### config.mk
export PLATFORM = sky130hd
export DESIGN_NAME = led_frame_arbiter
export DESIGN_NICKNAME = d
export VERILOG_FILES = /design/src/rtl/led_frame_arbiter.sv
export SDC_FILE = /design/constraint.sdc
export NUM_CORES = 1
export LEC_CHECK = 0
export ABC_AREA = 1
export CORE_MARGIN = 4
export CORE_UTILIZATION = 40
export DETAILED_ROUTE_END_ITERATION = 6
export GPL_TIMING_DRIVEN = 0
export HOLD_SLACK_MARGIN = 0.03
export PLACE_DENSITY = 0.73
export SYNTH_ARGS = -nofsm -noshare
export SYNTH_HDL_FRONTEND = slang
export SYNTH_SLANG_ARGS = --single-unit
### constraint.sdc
create_clock -name clk -period 3.7 [get_ports clk]
set_input_delay 0.74 -clock clk [delete_from_list [all_inputs] [get_ports clk]]
set_output_delay 0.74 -clock clk [all_outputs]
set_load 0.05 [all_outputs]
### src/rtl/led_frame_arbiter.sv
// Shares one 8x8 LED scan controller among four frame sources; round-robin with minimum hold,
// content changes only on full-frame boundaries. Optional macro PRIORITY_SRC0_EN: source 0 strict priority.
module led_frame_arbiter #(
  parameter int unsigned PRESCALE     = 5000,
  parameter int unsigned HOLD_FRAMES  = 16,
  parameter logic [63:0] IDLE_PATTERN = 64'h0
) (
  input  logic         clk,
  input  logic         rst,
  input  logic [3:0]   req,
  input  logic [255:0] frames_in,
  output logic [3:0]   grant,
  output logic [3:0]   ack,
  output logic [63:0]  matrix_out,
  output logic         time_pulse,
  output logic         busy
);

  localparam int unsigned PW = $clog2(PRESCALE);
  localparam int unsigned HW = $clog2(HOLD_FRAMES + 1);
  localparam logic [PW-1:0] PS_MAX   = PW'(PRESCALE - 1);
  localparam logic [HW-1:0] HOLD_MAX = HW'(HOLD_FRAMES);

  typedef enum logic {IDLE, HOLD} state_e;

  state_e        state_q;
  logic [PW-1:0] prescale_q;
  logic [2:0]    scan_q;
  logic [HW-1:0] hold_q;
  logic [1:0]    last_q;
  logic          time_pulse_q;
  logic [3:0]    grant_q;
  logic [3:0]    ack_q;
  logic [63:0]   matrix_q;
  logic          busy_q;

  logic          frame_tick;
  logic [3:0]    others;
  logic          switch_d;
  logic          release_d;
  logic [1:0]    win_d;
  logic [63:0]   win_frame;
  logic [63:0]   own_frame;

  function automatic logic [1:0] rr_pick(input logic [3:0] r, input logic [1:0] from);
    logic [1:0] idx;
    logic       found;
    rr_pick = from;
    found   = 1'b0;
    for (int unsigned i = 1; i <= 4; i++) begin
      idx = from + 2'(i);
      if (!found && r[idx]) begin
        rr_pick = idx;
        found   = 1'b1;
      end
    end
  endfunction

  assign frame_tick = time_pulse_q && (scan_q == 3'd7);

  // last_q always equals the current owner while in HOLD, so it doubles as g
  always_comb begin
    others    = req & ~(4'b0001 << last_q);
    switch_d  = 1'b0;
    release_d = 1'b0;
    win_d     = last_q;
    if (state_q == IDLE) begin
      if (|req) begin
        switch_d = 1'b1;
        win_d    = rr_pick(req, last_q);
      end
    end else if (!req[last_q]) begin
      if (|others) begin
        switch_d = 1'b1;
        win_d    = rr_pick(others, last_q);
      end else begin
        release_d = 1'b1;
      end
    end else if ((hold_q >= HOLD_MAX) && (|others)) begin
      switch_d = 1'b1;
      win_d    = rr_pick(others, last_q);
    end
`ifdef PRIORITY_SRC0_EN
    if (req[0] && ((state_q == IDLE) || (last_q != 2'd0))) begin
      switch_d  = 1'b1;
      release_d = 1'b0;
      win_d     = 2'd0;
    end else if ((state_q == HOLD) && (last_q == 2'd0) && req[0]) begin
      switch_d  = 1'b0;
      release_d = 1'b0;
      win_d     = 2'd0;
    end
`endif
    win_frame = frames_in[{win_d, 6'd0} +: 64];
    own_frame = frames_in[{last_q, 6'd0} +: 64];
  end

  always_ff @(posedge clk) begin
    if (!rst) begin
      state_q      <= IDLE;
      prescale_q   <= '0;
      scan_q       <= '0;
      hold_q       <= '0;
      last_q       <= 2'd3;
      time_pulse_q <= 1'b0;
      grant_q      <= '0;
      ack_q        <= '0;
      matrix_q     <= IDLE_PATTERN;
      busy_q       <= 1'b0;
    end else begin
      prescale_q   <= (prescale_q == PS_MAX) ? '0 : prescale_q + 1'b1;
      time_pulse_q <= (prescale_q == PS_MAX);
      if (time_pulse_q) begin
        scan_q <= scan_q + 1'b1;
      end
      ack_q <= '0;
      if (frame_tick) begin
        if (switch_d) begin
          state_q  <= HOLD;
          last_q   <= win_d;
          grant_q  <= 4'b0001 << win_d;
          ack_q    <= 4'b0001 << win_d;
          matrix_q <= win_frame;
          hold_q   <= HW'(1);
          busy_q   <= 1'b1;
        end else if (release_d) begin
          state_q  <= IDLE;
          grant_q  <= '0;
          matrix_q <= IDLE_PATTERN;
          busy_q   <= 1'b0;
        end else if (state_q == HOLD) begin
          ack_q    <= 4'b0001 << last_q;
          matrix_q <= own_frame;
          if (hold_q < HOLD_MAX) begin
            hold_q <= hold_q + 1'b1;
          end
        end
      end
    end
  end

  assign grant      = grant_q;
  assign ack        = ack_q;
  assign matrix_out = matrix_q;
  assign time_pulse = time_pulse_q;
  assign busy       = busy_q;

endmodule

==> metrics.log <==
[metrics] run status: finished, final reports clean
[metrics] max cap viols: 0
[metrics] total wire length after detailed routing: 44600 microns
[metrics] areal power density over the cells: 225 nW/um^2
[metrics] Final setup violation count: 0
[metrics] GRT met3 Usage: 7.31%
[metrics] placement-stage worst setup slack: 0.202 ns
[metrics] TritonCTS clock tree: built
[metrics] Mapped Avg Cell Area: 5.44 sq um
[metrics] met2 routing resource usage after global routing: 51.5%
[metrics] Flop pwr share: 34.4%
[metrics] number of nets produced by synthesis: 2006
[metrics] final worst path period share: about 92%
[metrics] unrepaired setup endpoints after global routing: false
[metrics] fraction of final layout cells with drive strength greater than 1: 4.70%
[metrics] final global-route overflow total: 0
[metrics] cells along the critical path: inv_2 -> clkbuf_2 -> ha_1 -> inv_1 -> nand2_1 -> nand2_1 -> inv_2 -> nand3_1 -> nand2_1 -> nand2_1 -> a21boi_1 -> buf_2 -> nand3_1 -> nand2_1 -> nand2_1 -> a21oi_1
[metrics] Int Pwr: about 2.0 mW
[metrics] post-route ant nets: 0
[metrics] number of clock sinks: 97
[metrics] count of routing violations after the opening detailed-route iteration: between 1000 and 1500
[metrics] first-pass GRT wire length: 67600 microns
[metrics] number of buffer cells added on primary ports: approximately 340
[metrics] flip-flop and latch count after synthesis: 97
[metrics] via count of the first global-routing pass: between 10000 and 15000
[metrics] row cnt: 55
[metrics] floorplan die area: between 20000 and 30000 sq um
[metrics] Tot Pwr: 3.04 mW
[metrics] master cell of the clock root buffer: sky130_fd_sc_hd__clkbuf_16
[metrics] Synth async-reset ratio: 0%
[metrics] number of antenna violations at the first check in global routing: 4
[metrics] DRC viols: 0
[metrics] Area Overhead vs Synth: 43.2%
[metrics] clock buffer count from CTS: 9
[metrics] detailed placer's ending HPWL: 33700 microns
[metrics] most used routing layer: met2
[metrics] switching component of the power: 1.04 mW
[metrics] library cell with the largest summed area after synthesis: sky130_fd_sc_hd__dfxtp_1
[metrics] initial core utilization: 41.2%
[metrics] worst-path fanout max: 11
[metrics] number of cells produced by synthesis: 1736
[metrics] number of vias per cell after detailed routing: around 5.5
[metrics] cell family contributing the most delay on the critical path: buffers and inverters
[metrics] setup skew after layout: 0.0160 ns
[metrics] crit path buf inv count: 5
[metrics] share of the synthesized area in the top cell type: 20.6%
[metrics] count of final max-slew check failures: 0
[metrics] worst slew margin relative to its limit: 47.2%
[metrics] Horiz. Die Dim: 162 microns
[metrics] Final GP Congestion: 0.952
[metrics] Post-Synthesis Cell Area: 9450 sq um
[metrics] count of non-filler cells in the finished layout: 2404
[metrics] total area of multi-input combinational cells: 5730 sq um
[metrics] post-route worst setup slack: 0.290 ns
[metrics] leakage power figure: around 6.4 nW
[metrics] pin count of the biggest net entering global routing: 23
[metrics] GRT Overall Usage: a little under a third
[metrics] smallest hold slack: 0.482 ns
[metrics] sort of element at the end of the critical path: flip-flop
[metrics] count of different cell masters after synthesis: 36
[metrics] most frequent cell on the critical path: sky130_fd_sc_hd__nand2_1
[metrics] total of warnings raised by yosys: 0
[metrics] FMAX: roughly 0.29 GHz
[metrics] maximum cell stage delay along the critical path: 0.56 ns
[metrics] Hold Fails Final Rpt: 0
[metrics] Post-synth top cells: sky130_fd_sc_hd__nand2_1 (386), sky130_fd_sc_hd__inv_1 (279), sky130_fd_sc_hd__nand3_1 (269)
[metrics] Pre-antenna DRT Iters: 6
[metrics] count leader, synth: sky130_fd_sc_hd__nand2_1
[metrics] number of top-level pins: 336
[metrics] DR WL/cell: 18.6 microns
[metrics] Sw Ratio: about a third
[metrics] clk_lat worst skew: 0.38 ns
[metrics] kind of launch point of the worst setup path: flip-flop
[metrics] combinational cell fraction of total power: 31.3%
[metrics] routed vias: between 10000 and 15000
[metrics] slew at the pin closest to its max-slew limit: 0.791 ns
[metrics] core outline area: 22900 sq um
[metrics] Sequential cell area: 1940 sq um
[metrics] Final TNS setup: 0 ns
[metrics] clock transition at the register clock pins on the worst setup and hold paths after CTS: 0.09 ns
[metrics] Clock H-tree levels: 3
[metrics] sequential fraction of the synthesis area: 20.6%
[metrics] time the final worst path needs with I/O delays and setup: between 3 and 4 ns
[metrics] worst ir drop on vdd: 0.000182 V
[metrics] top flip-flop cell by instance count after synthesis: sky130_fd_sc_hd__dfxtp_1
[metrics] slowest CP cell: sky130_fd_sc_hd__dfxtp_1
[metrics] clock power share: 34.3%
[metrics] die height: 162 microns
[metrics] Crit path arrival time: 3.72 ns
[metrics] number of fill cells: 2275
[metrics] number of enable flip-flop cells after synthesis: 0
[metrics] top cells by area in the synthesized netlist: sky130_fd_sc_hd__dfxtp_1 (21%), sky130_fd_sc_hd__nand2_1 (15%), sky130_fd_sc_hd__nand3_1 (14%)
[metrics] WS Path Type: flip-flop to flip-flop
[metrics] instance count after placement with tap cells included: around 2400
[metrics] met1 track demand over resource: 40.9%
[metrics] number of buffers on the longest clock path: 2
[metrics] WP data required: 4.01 ns
[metrics] classification of the worst-slack hold path: flip-flop to flip-flop
[metrics] Net count, final: 2352
## path summary, 6_finish.rpt
path / endpoint / slack, ns / startpoint / cells past startpoint
max: matrix_out[4]$_SDFFE_PN0P_ / 0.29 / last_q[1]$_SDFFE_PN1P_ / 16
min reg2reg: prescale_q[0]$_SDFF_PP0_ / 0.48 / prescale_q[0]$_SDFF_PP0_ / 1
max reg2reg: matrix_out[4]$_SDFFE_PN0P_ / 0.29 / last_q[1]$_SDFFE_PN1P_ / 16
min: prescale_q[0]$_SDFF_PP0_ / 0.48 / prescale_q[0]$_SDFF_PP0_ / 1
## logic make-up after synthesis
logic type	Yosys count	share of synthesized area [%]
AO/OA/AOI/OAI	421	22.5
AND/OR/NAND/NOR	786	36.6
buffers and inverters	418	18.8
flip-flops	97	20.6
adder cells (fa/ha/maj)	8	1.06
XOR/XNOR	6	0.556
## state kept, by name, summed over array words and instances, names as in the netlist
register and count:
busy 1, scan_q 3, time_pulse 1, matrix_out 64
ack 4, hold_q 5, last_q 2, grant 4
prescale_q 13
## power groups by stage
stage / clock [mW] / combinational [mW] / sequential (mW)
after floorplan: 0 / 0.475 / 1.07
after global placement: 0 / 0.922 / 1.07
after detailed placement: 0 / 0.928 / 1.07
after CTS: 1.06 / 0.933 / 1.05
after global routing: 1.09 / 1.03 / 1.05
final: 1.04 / 0.952 / 1.05
## per-stage QoR
step | instance area, sq um | utilization, %
2_1_floorplan | 9450 | -
3_3_place_gp | 13200 | 57.6
3_5_place_dp | 13200 | 57.6
4_1_cts | 13500 | 59.0
5_1_grt | 13500 | 59.1
6_report | 13500 | 59.1
## layer usage
layer	part of all wire, %	up-vias	wire, microns
met1	40	5934	17800
met2	46	814	20400
li1	-	6324	-
met5	0	-	0
met3	10	113	4580
met4	4.0	0	1800
## placed cells by master, fill, tap and decap left out, drive strengths merged, types with 2 or more instances in the layout
master	Yosys	final
or2	5	5
diode	0	4
nor3	65	65
nand4	6	6
ha	8	8
buf	67	67
a31oi	8	8
a21oi	263	263
clkdlybuf4s50	0	335
xnor2	3	3
nor2	41	41
xor2	3	3
o21ai	148	148
clkinv	1	6
nand2	391	391
nand3b	4	4
inv	285	287
nand3	270	270
nor3b	2	2
clkbuf	65	74
dfxtp	97	97
## area by class of cell
cell class | count | share of cell area (%)
sequential | 97 | 14.4
buffer | 132 | 5.13
clock buffer | 9 | 1.66
clock inverter | 7 | 0.767
multi-input combinational | 1221 | 42.4
antenna | 4 | 0.0740
inverter | 286 | 7.97
tap | 313 | 2.89
timing repair buffer | 335 | 24.8
## repair_timing
item | 4_1_cts | 5_1_grt
setup endpoints to repair | 0 | 60
buffers inserted | 0 | 0
gates resized for setup | 0 | 2
hold buffers | 0 | 0
(Power assumes the default switching activity.)
==> RTL change 1 (config.mk and constraints unchanged) <==
Change the parameter `PRESCALE` from 5000 to 2500.
--- a/src/rtl/led_frame_arbiter.sv
+++ b/src/rtl/led_frame_arbiter.sv
@@ -2,5 +2,5 @@
 // content changes only on full-frame boundaries. Optional macro PRIORITY_SRC0_EN: source 0 strict priority.
 module led_frame_arbiter #(
-  parameter int unsigned PRESCALE     = 5000,
+  parameter int unsigned PRESCALE     = 2500,
   parameter int unsigned HOLD_FRAMES  = 16,
   parameter logic [63:0] IDLE_PATTERN = 64'h0
Formal check against the unedited RTL: no difference found for any inputs over 10 cycles, from zero or initial values and one cycle with rst low; that may be too few to reach the edited logic, so the function may still have changed.
==> RTL change 1 against the original RTL <==
Sequential share of layout area is essentially flat. Worst hold slack worse by 0.029 ns. Clock skew is 0.0016 ns lower. Highest routed layer unchanged. Total power is 1.8% lower. Synthesized area is 0.89% lower. Sequential cell count is 1 lower. Setup slack gained 0.19 ns. Count of clock-buffer cells in the layout is the same. Design area down 0.80%. Global-route usage is 0.60 points lower. Via count increased by 0.20%. Wire length fell by 2.5%. Critical path depth up 1.
==> RTL change 1: results (changes against the original RTL) <==
seq_area_share_pct: 14.3  # -0.033 points
fin_skew_ns: 0.0144  # -0.00160 ns
dp_slack_ns: 0.113  # -0.0895 ns
wl_met1_um: 17400  # -2.5%
cpMaxStageDelayCell: "dfxtp_1"
cp.arrival_ns: 3.46  # -0.26 ns
grt_util_met2_pct: 51.2  # -0.22 points
drt_iter0_markers: 1208  # -9.9%
port_buffers: 335  # unchanged
hp-class: "reg -> reg"
grt_pass1_wl_um: 66000  # -2.5%
num-fill-cells: 2308  # +1.5%
inverters: 292  # +2.1%
route.met2.wl_um: 20000  # -2.1%
met1_usage_pct: 40.5  # -0.48 points
buf_share_pct: 29.6  # -0.28 points
grt_pass1_vias: 12200  # -1.7%
track_usage_pct: 31.3  # -0.60 points
netlist_instances: 1734  # -0.12%
yosysUniqueCellTypes: 33  # -8.3%
clock_area_share_pct: 2.28  # -0.15 points
dr.pass1.iters: 6  # unchanged
dp_cells: 2382  # -0.084%
multi_input_area_share_pct: 42.6  # +0.24 points
status: "finished, final reports clean"
antenna_found_initial: 2  # -2
synth.cells.most_frequent: "381 x nand2_1, 285 x inv_1, 276 x nand3_1"
cts_resized: 0  # unchanged
routed_wl_um: 43500  # -2.5%
routed_via_density: 5.51  # +0.41%
grt_max_degree: 21  # -8.7%
internal_power_mw: 1.97  # -1.5%
path_max_fanout: 17  # +6
yosysSeqAreaShare_pct: 20.5  # -0.030 points
fin_cells: 2399  # -0.21%
diodes: 2  # -2
gp_congestion: 0.937  # -1.5%
placed_cell_area_sq_um: 13100  # -0.64%
leakage_nw: 6.34  # -0.28%
multi_input_comb_area_sq_um: 5720  # -0.24%
synth_area_leaders: "dfxtp_1 21%, nand2_1 15%, nand3_1 15%"
met3_usage_pct: 5.33  # -2.0 points
final_nets: 2349  # -0.13%
yosys.area_share.adder_pct: 1.07  # +0.0095 points
wl_met3_um: 4480  # -2.2%
layout-drive-gt1-share_pct: 4.27  # -0.43 points
synth_compound_area_share_pct: 23.3  # +0.78 points
synth_xor_area_share_pct: 0.374  # -0.18 points
relSlewSlack_pct: 48.1  # +0.89 points
clkSinkCount: 96  # -1.0%
multi_input_cells: 1213  # -0.66%
final_core_util_pct: 58.8  # -0.30 points
htreeDepth: 3  # unchanged
irDropWorstVdd_v: 0.000214  # +18%
synth_nets: 2004  # -0.10%
dp_hpwl_um: 32400  # -3.7%
## RTL change 1: cell types whose count changed after synthesis, sizes merged, moves of 3 or more
cell    before  now
inv        285  292
nor3        65   60
nand3      270  277
nand3b       4    0
clkbuf      65   75
buf         67   58
or2          5    2
nor2        41   31
a21oi      263  272
## RTL change 1: worst paths after layout
path / from / to / slack (ns) / cells past startpoint
setup / recovery: last_q[1] / matrix_out[10] / 0.48 / 17
hold / removal: prescale_q[0] / prescale_q[0] / 0.45 / 1
setup reg to reg: last_q[1] / matrix_out[10] / 0.48 / 17
hold reg to reg: prescale_q[0] / prescale_q[0] / 0.45 / 1
## RTL change 1: power by group through the flow
stage | combinational, mW | clock [mW] | sequential, mW
3_3_place_gp | 0.908 | 0 | 1.06
4_1_cts | 0.920 | 1.02 | 1.04
5_1_grt | 1.02 | 1.05 | 1.04
6_report | 0.936 | 1.01 | 1.04
3_5_place_dp | 0.914 | 0 | 1.06
2_1_floorplan | 0.467 | 0 | 1.06
==> RTL change 2 (config.mk and constraints unchanged) <==
Without the edit above. Reset style: asynchronous (`rst`), changed in one clocked block.
--- a/src/rtl/led_frame_arbiter.sv
+++ b/src/rtl/led_frame_arbiter.sv
@@ -96,5 +96,5 @@
   end
 
-  always_ff @(posedge clk) begin
+  always_ff @(posedge clk or negedge rst) begin
     if (!rst) begin
       state_q      <= IDLE;
Function: same outputs for any inputs over 10 cycles, from zero or initial values and one cycle with rst low; that may be too few to reach the edited logic, so the function may still have changed.
==> RTL change 2 against the original RTL <==
Count of clock-buffer cells in the layout up 2. Design area grew 1.4%. Total power shrank 2.1%. Setup slack got worse by 0.11 ns. Wire length shrank 0.77%. Combinational power down 11%. Sequential cell count stayed put. Core utilization rose by 1.0 points. Global-route usage up 0.85 points. Critical path type unchanged. Synthesized cell count is 13% lower. Fmax is 3.2% lower. Synthesized area decreased by 0.78%.
==> RTL change 2: results (changes against the original RTL) <==
status: "finished, final reports clean"
placed_cell_area_sq_um: 13100  # -0.37%
grt_util_met2_pct: 52.9  # +1.4 points
synthMuxAreaShare_pct: 0.240  # +0.24 points
r2r_cells: 19  # +3
yosysSeqAreaShare_pct: 25.9  # +5.4 points
tightest_slew_ns: 0.897  # +0.105 ns
ff2ff_setup_slack_ns: 0.18  # -0.11 ns
yosys.area_share.adder_pct: 1.07  # +0.0083 points
met1_usage_pct: 42.1  # +1.1 points
largest_register_ffs: 64  # unchanged
gp_congestion: 0.919  # -3.4%
port_buffers: 335  # unchanged
routed_wl_um: 44300  # -0.77%
antenna_found_initial: 6  # +2
timing.hold.ws_ns: 0.343  # -0.139 ns
met3_usage_pct: 7.45  # +0.14 points
cts_resized: 36  # +36
num-fill-cells: 2248  # -1.2%
yosysUniqueCellTypes: 43  # +19%
cp.arrival_ns: 3.82  # +0.10 ns
wl_met1_um: 17500  # -1.6%
track_usage_pct: 32.8  # +0.85 points
area_growth_syn_to_layout_pct: 46.4
dp_slack_ns: -0.865  # -1.07 ns
leakage_nw: 6.16  # -3.1%
routed_via_density: 5.69  # +3.7%
insertion_delay_ns: 0.36  # -0.02 ns
cts_setup_buffers: 4  # +4
critPathMaxStageDelay_ns: 0.46  # -0.10 ns
fin_cells: 2185  # -9.1%
dp_hpwl_um: 33400  # -0.93%
synth-async-reset-ratio_pct: 100  # +100 points
synth_compound_area_share_pct: 20.0  # -2.5 points
avgSynthCellArea_sq_um: 6.19  # +14%
route.met2.wl_um: 19900  # -2.4%
synth.cells.most_frequent: "296 x nand2_1, 220 x nand3_1, 156 x nor2_1"
r2r-end: "matrix_out[35]"
layout-drive-gt1-share_pct: 10.9  # +6.2 points
grt_max_degree: 63  # +170%
wl_met3_um: 4770  # +4.2%
synthFlopType: "dfrtp_1"
cts_root_buf: "clkbuf_16"
synth_xor_area_share_pct: 0.841  # +0.28 points
hp-class: "in -> async"
top_layer: "met5"
synth_area_leaders: "dfrtp_1 25%, nand2_1 12%, nand3_1 12%"
period_needed_ns: 3.52  # +0.112 ns
cpMaxStageDelayCell: "clkbuf_1"
irDropWorstVdd_v: 0.000205  # +13%
crit_start: "last_q[1]"
final_nets: 2135  # -9.2%
synth_nets: 1785  # -11%
grt_pass1_vias: 12300  # -1.6%
fin_skew_ns: 0.0131  # -0.00290 ns
RTL change 2: cell count changes in the layout (fill, tap and decap cells not counted), sizes merged, moves of 21 or more:
| cell | delta |
|---|---|
| a21oi | -128 |
| a31oi | +29 |
| dfrtp | +95 |
| dfxtp | -97 |
| inv | -127 |
| nand2 | -86 |
| nor2 | +148 |
| nor3 | -58 |
| o21ai | -21 |
RTL change 2: layout make-up:
cell class	count	share of cell area [%]
clock buffers	11	1.77
repair buffers	341	25.1
plain buffers	113	5.19
flip-flops and latches	97	17.7
multi-input cells	1144	42.3
diodes	2	0.0365
clock inverters	5	0.638
inverters	159	4.42
well taps	313	2.85
RTL change 2: report_power, final:
| group | total, mW | leakage [nW] | switching, mW | internal, mW |
|---|---|---|---|---|
| logic | 0.843 | 4.68 | 0.426 | 0.417 |
| clock network | 1.08 | 0.158 | 0.458 | 0.619 |
| registers | 1.06 | 1.32 | 0 | 1.06 |
| total | 2.98 | 6.16 | 0.884 | 2.09 |
